`config.mk`:
```
export PLATFORM = sky130hd
export DESIGN_NAME = tono_selector
export DESIGN_NICKNAME = d
export VERILOG_FILES = /design/src/rtl/tono_pkg.sv /design/src/rtl/tono_selector_debounce.sv /design/src/rtl/tono_selector.sv
export SDC_FILE = /design/constraint.sdc
export NUM_CORES = 1
export LEC_CHECK = 0
export ABC_AREA = 1
export CORE_AREA = 2 2 118 120
export CTS_BUF_LIST = sky130_fd_sc_hd__clkbuf_8
export CTS_CLUSTER_SIZE = 24
export DETAILED_ROUTE_END_ITERATION = 8
export DIE_AREA = 0 0 120 122
export HOLD_SLACK_MARGIN = 0.03
export SYNTH_ARGS = -nofsm -noshare
export SYNTH_HDL_FRONTEND = slang
export SYNTH_SLANG_ARGS = --single-unit
```
`constraint.sdc`:
```
create_clock -name clk -period 3.28 [get_ports clk]
set_input_delay 0.984 -clock clk [delete_from_list [all_inputs] [get_ports clk]]
set_output_delay 0.984 -clock clk [all_outputs]
set_load 0.01 [all_outputs]
```
`src/rtl/tono_pkg.sv`:
```
// Shared definitions for the tono_selector control stage.
// Holds the mode encodings seen on the `mode` output, the matching FSM
// state type, and the width of the step-period word N.
package tono_pkg;

  localparam int N_W = 12;

  localparam logic [1:0] MODE_MANUAL     = 2'd0;
  localparam logic [1:0] MODE_SWEEP_UP   = 2'd1;
  localparam logic [1:0] MODE_SWEEP_DOWN = 2'd2;

  typedef enum logic [1:0] {
    ST_MANUAL     = MODE_MANUAL,
    ST_SWEEP_UP   = MODE_SWEEP_UP,
    ST_SWEEP_DOWN = MODE_SWEEP_DOWN
  } state_e;

endpackage

```
`src/rtl/tono_selector_debounce.sv`:
```
// Button conditioner: 2-FF synchronizer, debounce counter and rising-edge
// press detector for one raw push-button.
//   clk     : sole clock
//   rst     : asynchronous active-high reset
//   btn_raw : raw asynchronous button level
//   level   : debounced button level
//   press   : one-cycle pulse when the debounced level rises
module debounce #(
  parameter int DEB_CYCLES = 50000
) (
  input  logic clk,
  input  logic rst,
  input  logic btn_raw,
  output logic level,
  output logic press
);

  localparam int CNT_W = (DEB_CYCLES > 1) ? $clog2(DEB_CYCLES + 1) : 1;

  logic             sync1_q, sync1_d;
  logic             sync2_q, sync2_d;
  logic             level_q, level_d;
  logic             prev_q,  prev_d;
  logic             press_q, press_d;
  logic [CNT_W-1:0] cnt_q,   cnt_d;

  always_comb begin
    sync1_d = btn_raw;
    sync2_d = sync1_q;
    level_d = level_q;
    cnt_d   = '0;
    // The counter only advances while the synchronized input disagrees with
    // the accepted level; the flip happens on the DEB_CYCLES-th such cycle.
    if (sync2_q != level_q) begin
      if (cnt_q == CNT_W'(DEB_CYCLES - 1)) begin
        level_d = ~level_q;
      end else begin
        cnt_d = cnt_q + 1'b1;
      end
    end
    prev_d  = level_q;
    press_d = level_q & ~prev_q;
  end

  always_ff @(posedge clk or posedge rst) begin
    if (rst) begin
      sync1_q <= 1'b0;
      sync2_q <= 1'b0;
      level_q <= 1'b0;
      prev_q  <= 1'b0;
      press_q <= 1'b0;
      cnt_q   <= '0;
    end else begin
      sync1_q <= sync1_d;
      sync2_q <= sync2_d;
      level_q <= level_d;
      prev_q  <= prev_d;
      press_q <= press_d;
      cnt_q   <= cnt_d;
    end
  end

  assign level = level_q;
  assign press = press_q;

endmodule

```
`src/rtl/tono_selector.sv`:
```
// Converts three push-buttons into the 12-bit step-period word N for the
// downstream sine-stepping PWM generator: manual up/down steps or an
// automatic triangular sweep between N_MIN and N_MAX.
//   clk       : sole clock
//   rst       : asynchronous active-high reset
//   btn_up    : raw up button
//   btn_down  : raw down button
//   btn_mode  : raw mode button (MANUAL <-> sweep)
//   N         : registered step-period word
//   mode      : 0 MANUAL, 1 SWEEP_UP, 2 SWEEP_DOWN
//   n_changed : one-cycle pulse in the first cycle N holds a new value
//
// state         | meaning
// ST_MANUAL     | N moves only on up/down presses
// ST_SWEEP_UP   | N += STEP on each divider tick until it reaches N_MAX
// ST_SWEEP_DOWN | N -= STEP on each divider tick until it reaches N_MIN
module tono_selector
  import tono_pkg::*;
#(
  parameter int DEB_CYCLES = 50000,
  parameter int STEP       = 16,
  parameter int SWEEP_DIV  = 500000,
  parameter int N_MIN      = 1,
  parameter int N_MAX      = 4095,
  parameter int N_RESET    = 256
) (
  input  logic           clk,
  input  logic           rst,
  input  logic           btn_up,
  input  logic           btn_down,
  input  logic           btn_mode,
  output logic [N_W-1:0] N,
  output logic [1:0]     mode,
  output logic           n_changed
);

  localparam int W1    = N_W + 1;
  localparam int DIV_W = (SWEEP_DIV > 1) ? $clog2(SWEEP_DIV) : 1;

  logic ev_up, ev_down, ev_mode;
  logic lvl_up, lvl_down, lvl_mode;
  logic unused_levels;

  debounce #(.DEB_CYCLES(DEB_CYCLES)) u_deb_up (
    .clk(clk), .rst(rst), .btn_raw(btn_up), .level(lvl_up), .press(ev_up)
  );
  debounce #(.DEB_CYCLES(DEB_CYCLES)) u_deb_down (
    .clk(clk), .rst(rst), .btn_raw(btn_down), .level(lvl_down), .press(ev_down)
  );
  debounce #(.DEB_CYCLES(DEB_CYCLES)) u_deb_mode (
    .clk(clk), .rst(rst), .btn_raw(btn_mode), .level(lvl_mode), .press(ev_mode)
  );

  // Only press events drive this block; the held levels are not needed.
  assign unused_levels = lvl_up ^ lvl_down ^ lvl_mode;

  state_e           state_q, state_d;
  logic [N_W-1:0]   n_q, n_d;
  logic [DIV_W-1:0] div_q, div_d;
  logic             chg_q, chg_d;

  logic [W1-1:0]  sum_w, diff_w;
  logic [N_W-1:0] n_inc, n_dec;
  logic           tick;

  always_comb begin
    // 13-bit arithmetic so neither end wraps before the clamp is applied.
    sum_w  = {1'b0, n_q} + W1'(STEP);
    diff_w = {1'b0, n_q} - W1'(STEP);
    n_inc  = (sum_w > W1'(N_MAX)) ? N_W'(N_MAX) : sum_w[N_W-1:0];
    n_dec  = (diff_w[N_W] || (diff_w < W1'(N_MIN))) ? N_W'(N_MIN) : diff_w[N_W-1:0];
    tick   = (div_q == DIV_W'(SWEEP_DIV - 1));

    state_d = state_q;
    n_d     = n_q;
    div_d   = div_q;

    case (state_q)
      ST_MANUAL: begin
        div_d = '0;
        if (ev_mode) begin
          state_d = ST_SWEEP_UP;
        end else if (ev_up && !ev_down) begin
          n_d = n_inc;
        end else if (ev_down && !ev_up) begin
          n_d = n_dec;
        end
      end
      ST_SWEEP_UP: begin
        div_d = tick ? '0 : div_q + 1'b1;
        if (ev_mode) begin
          state_d = ST_MANUAL;
        end else if (tick) begin
          n_d = n_inc;
          if (n_inc == N_W'(N_MAX)) state_d = ST_SWEEP_DOWN;
        end
      end
      ST_SWEEP_DOWN: begin
        div_d = tick ? '0 : div_q + 1'b1;
        if (ev_mode) begin
          state_d = ST_MANUAL;
        end else if (tick) begin
          n_d = n_dec;
          if (n_dec == N_W'(N_MIN)) state_d = ST_SWEEP_UP;
        end
      end
      default: begin
        state_d = ST_MANUAL;
        div_d   = '0;
      end
    endcase

    chg_d = (n_d != n_q);
  end

  always_ff @(posedge clk or posedge rst) begin
    if (rst) begin
      state_q <= ST_MANUAL;
      n_q     <= N_W'(N_RESET);
      div_q   <= '0;
      chg_q   <= 1'b0;
    end else begin
      state_q <= state_d;
      n_q     <= n_d;
      div_q   <= div_d;
      chg_q   <= chg_d;
    end
  end

  assign N         = n_q;
  assign mode      = state_q;
  assign n_changed = chg_q;

endmodule

```
==> key figures <==
Status
  – Outcome: completed

GRT
  – Number of global-route vias before repair: 4628
  – First-pass GRT wire length: 21.9 mm
  – Initial antenna violation count: 0
  – Pin count of the biggest net entering global routing: 50
  – Tot GR Track Use: 18.9%
  – GRT overflow: 0

Critical path
  – Crit. path cell count: 19
  – Largest stage delay, worst path: 0.55 ns
  – CP Max Fanout: 14
  – Delay-heaviest family, CP: simple AND/OR/NAND/NOR gates
  – Worst reg-to-reg path cell count: 19
  – Top cell by count, worst path: nand2_1
  – Worst path slowest cell: dfrtp_1
  – Crit. End Element: register
  – Worst setup path category: reg -> reg
  – Critical Path RT: 3.56 ns
  – Worst r2r src: N[4]$_DFF_PP0_
  – Crit path DAT: 3.06 ns
  – Setup crit start kind: register
  – Setup crit start: N[4]$_DFF_PP0_
  – Critical path cell sequence: inv_2 > ha_1 > inv_1 > nor2_1 > nand4_1 > nand2_1 > nor2_1 > nand3_2 > nand2_2 > nand2_1 > nand2_1 > nand2_2 > nand2_1 > nand2_1 > nand3_1 > nor2_1 > nand2_1 > nor2_1 > nand2_1
  – Number of buffers and inverters on the critical path: 2

Routing
  – Drt wl/cell: 13.4 um
  – Final wirelength: 12.9 mm
  – Vias per inst: 5.13
  – DR iter-0 viols: 337
  – DRC: 0
  – ANT nets after route: 0
  – Vias: 4932
  – Initial DRT Pass Iterations: 5

Die
  – Die area: 14600 um2
  – I/O pin cnt: 20
  – Std-Cell Rows: 43
  – Die Y-Extent: 122 um
  – Die width: 120 um
  – Starting density of the core: 42.6%
  – Core box area: 13500 um2

CTS
  – Post-CTS Setup Bufs: 0
  – Cts hold-fix bufs: 0
  – CTS sink cnt: 97
  – CTS tree: yes
  – TritonCTS buffer count: 9
  – Root Driver: clkbuf_8
  – Clock Latency Late Sink: 0.38 ns
  – Worst-path clk slew: 0.10 ns
  – CTS resizes: 0
  – H-tree Lvls: 3
  – Worst-case clock buffer depth: 2

Placement
  – GPL Wtd Cong: 0.940
  – Placed wire-length estimate: 9.55 mm
  – Number of port buffers: 19
  – Placed cells: 945

Finish
  – Post-route core utilization: 47.0%
  – Layout cells sized above 1: 11.4%
  – Most common cell after layout, fill and taps aside: nand2_1
  – Final nets: 792
  – Commonest cells after routing, fill and taps aside: 141 x nand2_1, 100 x nor2_1, 96 x dfrtp_1
  – Layout area overhead: 10.5%
  – Non-Filler Instances: 961
  – ANT cells: 0

STA
  – Slew headroom: 51.2%
  – Setup Skew: 0.0130 ns
  – Setup violators final: 0
  – Fin. max-slew vios: 0
  – RSZ-0062 raised after global routing: no
  – Fmax: 359 MHz
  – Minimum clock period after layout: 2.78 ns
  – Hold Vio Cnt, Final: 0
  – Worst Tran Pin Value: 0.731 ns
  – Setup TNS: 0 ns
  – Period utilization: 84.9%

Synth
  – Seq/Total Area, Yosys: 42.3%
  – Post-Syn Nets: 769
  – Area of the mapped netlist: 5750 um2
  – Yosys reg bits: 97
  – Synth Area per Inst: 7.63 um2
  – Synth unique cells: 50
  – Cell count after synthesis: 753
  – Synth warn: 0

Min path
  – Min-Delay Startpoint: u_deb_mode.sync1_q$_DFF_PP0_
  – Hold path depth: 0
  – Worst min path class: reg -> reg

Power
  – Power per Cell Area: 337 nW/um2
  – Maximum vdd drop: 0.000287 V
  – Leakage power: 2.90 nW

Run
  – Maximum Capacitance Violations: 0
[layout make-up]
class,count,area [um2]
clock buffer,10,138
inverter,111,420
multi-input combinational,534,2830
clock inverter,6,82.6
timing repair buffer,23,233
sequential,97,2430
tap,180,225
fill,1340,7150
[routing by layer]
layer | GRT usage (%) | part of all wire (%) | vias up
met5 | 0 | 0 | -
met4 | 7.21 | 2.1 | 0
met3 | 4.35 | 4.3 | 25
met2 | 29.9 | 46 | 101
met1 | 25.3 | 47 | 2325
li1 | - | - | 2481
[cells in the mapped netlist (all sizes together)]
| cell type | n | area share [%] |
|---|---|---|
| o31ai | 1 | 0.13 |
| nand3 | 70 | 6.8 |
| o21a | 3 | 0.39 |
| nor3b | 15 | 2.0 |
| a31o | 1 | 0.15 |
| clkinv | 3 | 0.20 |
| clkbuf | 5 | 0.50 |
| xor2 | 11 | 1.7 |
| nor2 | 116 | 8.4 |
| nor3 | 33 | 3.2 |
| a21boi | 1 | 0.13 |
| a221oi | 1 | 0.15 |
| a31oi | 1 | 0.11 |
| and2 | 2 | 0.26 |
| nand4 | 21 | 2.3 |
| nor4b | 1 | 0.15 |
| nand2 | 156 | 11 |
| dfrtp | 96 | 42 |
| a21oi | 32 | 3.0 |
| inv | 108 | 7.1 |
| ha | 11 | 2.4 |
| o21ai | 34 | 3.2 |
| nor4 | 6 | 0.87 |
| a211oi | 2 | 0.26 |
| o21ba | 1 | 0.17 |
| o22ai | 1 | 0.11 |
| buf | 6 | 0.83 |
| mux2 | 3 | 0.59 |
| dfstp | 1 | 0.46 |
| nand3b | 2 | 0.26 |
| o21bai | 1 | 0.13 |
| and3 | 2 | 0.22 |
| xnor2 | 6 | 0.91 |
[worst register-to-register path: stages, from the launching register on]
cell,delay [ns]
dfrtp_1,0.55
inv_2,0.23
ha_1,0.20
inv_1,0.04
nor2_1,0.23
nand4_1,0.18
nand2_1,0.13
nor2_1,0.06
nand3_2,0.13
nand2_2,0.09
nand2_1,0.07
nand2_1,0.08
nand2_2,0.10
nand2_1,0.07
nand2_1,0.07
nand3_1,0.07
nor2_1,0.15
nand2_1,0.10
nor2_1,0.09
nand2_1,0.07
[metrics by stage]
step | power, mW | area (um2) | hold WS, ns | worst slack, ns
floorplan | 1.28 | 5750 | 0.331 | 0.961
global placement | 1.30 | 6130 | 0.332 | 0.504
detailed placement | 1.30 | 6130 | 0.338 | 0.543
CTS | 2.18 | 6350 | 0.359 | 0.539
global route | 2.25 | 6350 | 0.362 | 0.171
finish | 2.14 | 6350 | 0.356 | 0.495
[flip-flops by register name, summed over array words and instances (netlist names), 2 cells and up]
name,flops
div_q,19
u_deb_down.cnt_q,16
u_deb_mode.cnt_q,16
u_deb_up.cnt_q,16
N,12
mode,2
[final timing paths]
path | to | slack, ns
hold / removal | u_deb_mode.sync2_q$_DFF_PP0_ | 0.36
min in group asynchronous | div_q[17]$_DFF_PP0_ | 1.06
setup reg to reg | n_changed$_DFF_PP0_ | 0.50
max in group asynchronous | N[8]$_DFF_PP1_ | 1.49
setup / recovery | n_changed$_DFF_PP0_ | 0.50
hold reg to reg | u_deb_mode.sync2_q$_DFF_PP0_ | 0.36
[power by group]
part	internal [mW]	switching, mW	leakage [nW]
clock network	0.446	0.416	0.117
registers	1.21	0.00795	1.33
logic	0.0187	0.0424	1.45
[cells by family after synthesis]
kind of cell             after synthesis  share of synthesized area, %
AND/OR/NAND/NOR                      424                          35.7
buffers and inverters                122                          8.58
flip-flops                            97                          42.3
AO/OA/AOI/OAI                         79                          7.95
XOR/XNOR                              17                          2.59
adder cells (fa/ha/maj)               11                          2.39
multiplexers                           3                         0.588
Note: power is estimated with default switching activity, not from simulation.
==> edit 1: new RTL, same settings <==
Set the parameter `SWEEP_DIV` to 1000000 (it was 500000).
--- a/src/rtl/tono_selector.sv
+++ b/src/rtl/tono_selector.sv
@@ -21,3 +21,3 @@
   parameter int STEP       = 16,
-  parameter int SWEEP_DIV  = 500000,
+  parameter int SWEEP_DIV  = 1000000,
   parameter int N_MIN      = 1,
Function: same outputs for any inputs over 10 cycles, from zero or initial values and one cycle with rst high; that may be too few to reach the edited logic, so the function may still have changed.
==> edit 1 against the original RTL <==
Synthesized cell count rose by 14%. Critical endpoint unchanged. Design area grew 5.9%. Combinational power down 2%. Sequential cell count up 1. Clock power decreased by 16%. Total power fell by 5.8%. Area after synthesis rose by 7.4%. Utilization grew 2.8 points. First-iteration DRC count grew 39%. Worst setup slack lost 140 ps. Wire length increased by 24%. Maximum frequency shrank 4.9%.
==> edit 1: results (changes against the original RTL) <==
* Slowest CP cell: dfrtp_1 (unchanged)
* Nets at 890 (was 792)
* Synth cell count leaders: nand2_1, inv_1, dfrtp_1 (was nand2_1, nor2_1, dfrtp_1)
* Met3 Use GR at 0.03324 (was 0.04354)
* Post-Synth Adder-Cell Area at 0.02229 (was 0.02394)
* Footprint of the multi-input gates at 3154 um^2 (was 2826 um^2)
* Pwr Density at 299.6 nW/um^2 (was 336.7 nW/um^2)
* Post-Place Worst Slack at 195.1 ps (was 542.9 ps)
* HP Start: u_deb_up.sync1_q (was u_deb_mode.sync1_q)
* Non-CTS inverters at 114 (was 111)
* Register area share after synthesis at 0.3973 (was 0.4225)
* Total Routing Usage GR at 0.2298 (was 0.1888)
* Buffers outside the clock class at 31 (was 23)
* WL met1 at 7073 um (was 6096 um)
* P_leak at 3.221 nW (was 2.901 nW)
* Multiplexer share of the synthesized area at 0.005470 (was 0.005877)
* Vias in the first global route at 5536 (was 4628)
* Routability congestion estimate at 0.9930 (was 0.9399)
* Clk cell area share at 0.02529 (was 0.03466)
* Vias/cell at 5.439 (was 5.132)
* Worst Skew at 12.75 ps (was 13.02 ps)
* DR top layer: met4 (unchanged)
* Max reg flops at 20 (was 19)
* PortBufs at 19 (unchanged)
* DRC at 0 (unchanged)
* Post-CTS Setup Inserts at 0 (unchanged)
* Global-route wire length before repair at 26590 um (was 21920 um)
* Hpwl dp at 11510 um (was 9546 um)
* Syn Nets at 874 (was 769)
* Comb_multi_in at 620 (was 534)
* Routed length on met2 at 7636 um (was 5975 um)
* WL met3 at 860 um (was 554 um)
* Peak VDD IR at 0.2874 mV (was 0.2868 mV)
* Status: completed (unchanged)
* Largest net degree at the start of global routing at 73 (was 50)
* Placed cell areas at 6548 um^2 (was 6133 um^2)
* Post-Synth XOR/XNOR Area at 0.02553 (was 0.02590)
* Compound-Gate Fraction of Synth Area at 0.07881 (was 0.07945)
* Seq/total area at 0.3648 (was 0.3822)
* Final WL at 15960 um (was 12900 um)
* Post-synthesis cell type count at 45 (was 50)
* Slowest stage delay, CP at 420 ps (was 550 ps)
* End of the critical path: n_changed (unchanged)
* M1 GR Usage at 0.2945 (was 0.2526)
* Fraction of layout cells with a size suffix above 1 at 0.06948 (was 0.1140)
* Worst hold endpoint: u_deb_up.sync2_q (was u_deb_mode.sync2_q)
* Starting DRT DRC Count at 468 (was 337)
* Area Growth Syn to Fin at 8.955% (was 10.54%)
* CP max FO at 13 (was 14)
* Worst Tran Pin Value at 632.8 ps (was 730.8 ps)
* Yosys reg bits at 98 (was 97)
* Buffering overhead at 0.04351 (was 0.03663)
* Top cells by area, synth: dfrtp_1, nand2_1, nand3_1 (was dfrtp_1, nand2_1, nor2_1)
* GR Layer Usage met2 at 0.3828 (was 0.2987)
* Filler cells at 1322 (was 1340)
* Setup ws final at 351.3 ps (was 495.5 ps)
* 1st-pass router iterations at 7 (was 5)
* Top delay family on crit path: simple AND/OR/NAND/NOR gates (unchanged)
[edit 1: cell types whose count changed after synthesis, moves of 7 or more]
cell     before  now
o21ai_0      28   16
nor2_1      100   93
inv_2        13    5
nor3b_1      14   24
nand2_1     141  219
nor4_1        4   11
nand3_1      62   77
nor2_2       14    3
inv_1        95  102
a21oi_1      30   44
[edit 1: metrics by stage]
stage | cells | total power [mW] | hold slack (ps)
floorplan | 858 | 1.292 | 331.2
global placement | 1043 | 1.312 | 332.0
detailed placement | 1043 | 1.315 | 337.8
CTS | 1058 | 2.046 | 360.0
global route | 1058 | 2.102 | 364.3
finish | 1058 | 2.016 | 356.0
[edit 1: cells by family after synthesis]
family,Yosys count
AND/OR/NAND/NOR,503
adder cells (fa/ha/maj),11
flip-flops,98
multiplexers,3
AO/OA/AOI/OAI,85
XOR/XNOR,18
buffers and inverters,140
[edit 1: power breakdown]
group	switching [mW]	leakage (nW)	internal [mW]
clock network	0.439	0.0855	0.290
logic	0.0420	1.79	0.0177
registers	0.00784	1.34	1.22
==> edit 2: new RTL, config.mk and constraints unchanged <==
Without the edit above. Make the reset (`rst`) synchronous in 2 clocked blocks. Comments in the files are not updated.
--- a/src/rtl/tono_selector_debounce.sv
+++ b/src/rtl/tono_selector_debounce.sv
@@ -44,3 +44,3 @@
 
-  always_ff @(posedge clk or posedge rst) begin
+  always_ff @(posedge clk) begin
     if (rst) begin
--- a/src/rtl/tono_selector.sv
+++ b/src/rtl/tono_selector.sv
@@ -115,3 +115,3 @@
 
-  always_ff @(posedge clk or posedge rst) begin
+  always_ff @(posedge clk) begin
     if (rst) begin
Behaviour: no difference found for any inputs over 10 cycles, from zero or initial values and one cycle with rst high; that may be too few to reach the edited logic, so the function may still have changed.
==> edit 2 against the original RTL <==
Area after synthesis is 0.46% lower. Maximum frequency is 0.51% lower. Via count is 12% higher. Largest cell class unchanged. Design area is 1.3% lower. Worst setup slack worse by 14 ps. Clock skew is 1.7 ps higher. Wire length is 9.2% higher. Global-route usage is 1.2 points higher. Sequential cell count stayed put. Die area stayed put.
Power is not compared: it rests on default switching activity, and its combinational part moved more than twofold at a synthesized area within 25%.
==> edit 2: results (changes against the original RTL) <==
* Worst-path clk slew at 100 ps (about the same)
* CP max FO at 13 (was 14)
* Routability congestion estimate at 0.9468 (was 0.9399)
* Critical path launch point: N[4] (unchanged)
* Largest net degree at the start of global routing at 24 (was 50)
* Top cells by area, synth: dfxtp_1, nand2_1, inv_1 (was dfrtp_1, nand2_1, nor2_1)
* HP Start: u_deb_up.prev_q (was u_deb_mode.sync1_q)
* Routed length per placed instance at 12.94 um (was 13.42 um)
* Post-Place Worst Slack at 518.3 ps (was 542.9 ps)
* Vias in the first global route at 4949 (was 4628)
* Fraction of layout cells with a size suffix above 1 at 0.07269 (was 0.1140)
* Placed cell areas at 6086 um^2 (was 6133 um^2)
* Post-synthesis cell type count at 43 (was 50)
* Syn Nets at 900 (was 769)
* Hpwl dp at 10610 um (was 9546 um)
* Ys async rst share at 0 (was 1.000)
* CP Data Arrival Time at 3080 ps (was 3060 ps)
* Total Routing Usage GR at 0.2009 (was 0.1888)
* Top FF cell, synth: dfxtp_1 (was dfrtp_1)
* Slew HR at 0.5788 (was 0.5118)
* Slowest CP cell: dfxtp_1 (was dfrtp_1)
* PortBufs at 19 (unchanged)
* P_int at 1.622 mW
* Vias at 5536 (was 4932)
* Status: completed (unchanged)
* Slowest stage delay, CP at 490 ps (was 550 ps)
* Worst Skew at 14.68 ps (was 13.02 ps)
* Starting DRT DRC Count at 391 (was 337)
* Synth cell count leaders: nand2_1, inv_1, nor2_1 (was nand2_1, nor2_1, dfrtp_1)
* Nets at 919 (was 792)
* Register area share after synthesis at 0.3394 (was 0.4225)
-- edit 2: final cells by class --
class	instances	area, um^2
Clock inverter	6	48.80
Sequential cell	97	1942
Timing Repair Buffer	30	272.8
Multi-Input combinational cell	637	3166
Fill cell	1443	7232
Inverter	128	480.5
Clock buffer	10	137.6
Tap cell	180	225.2
-- edit 2: per-layer routing --
layer  track usage  wire, um  part of all wire  vias to the layer above
met3       0.03605       761             0.054                       30
met1        0.2682      6778              0.48                     2468
met5             0         0                 0                        -
met4       0.08750       359             0.025                        0
met2        0.3182      6182              0.44                      129
li1              -         -                 -                     2909
-- edit 2: worst max-delay path: cells and delay by family, from the launching register on --
| kind | cells | cell delay (ps) |
|---|---|---|
| flops | 1 | 490 |
| simple gates | 15 | 1510 |
| fa+ha+maj | 1 | 370 |
| compound gates | 1 | 60 |
| buf+inv | 2 | 260 |
-- edit 2: worst paths after layout --
path               endpoint  slack (ps)  cells after the start
max               n_changed         480                     19
min          u_deb_up.press         390                      1
max reg2reg       n_changed         480                     19
min reg2reg  u_deb_up.press         390                      1
-- edit 2: stage by stage --
| stage | util | cells |
|---|---|---|
| after floorplan | - | 884 |
| after global placement | 0.4507 | 1072 |
| after detailed placement | 0.4507 | 1072 |
| after CTS | 0.4645 | 1088 |
| after global routing | 0.4645 | 1088 |
| final | 0.4645 | 1088 |
-- edit 2: cell families after synthesis --
family	after synthesis	synth area share
AOI/OAI and AO/OA	113	0.1100
buffers and inverters	150	0.1074
and+or+nand+nor	501	0.4008
xor gates and xnor gates	12	0.01837
adders and majority gates	11	0.02405
DFF	97	0.3394
-- edit 2: power by group through the flow --
stage	logic [mW]	registers, mW	clock network [mW]
after floorplan	0.255	1.24	0
after global placement	0.362	1.25	0
after detailed placement	0.363	1.25	0
after CTS	0.365	1.22	0.781
after global routing	0.412	1.23	0.824
final	0.368	1.22	0.753
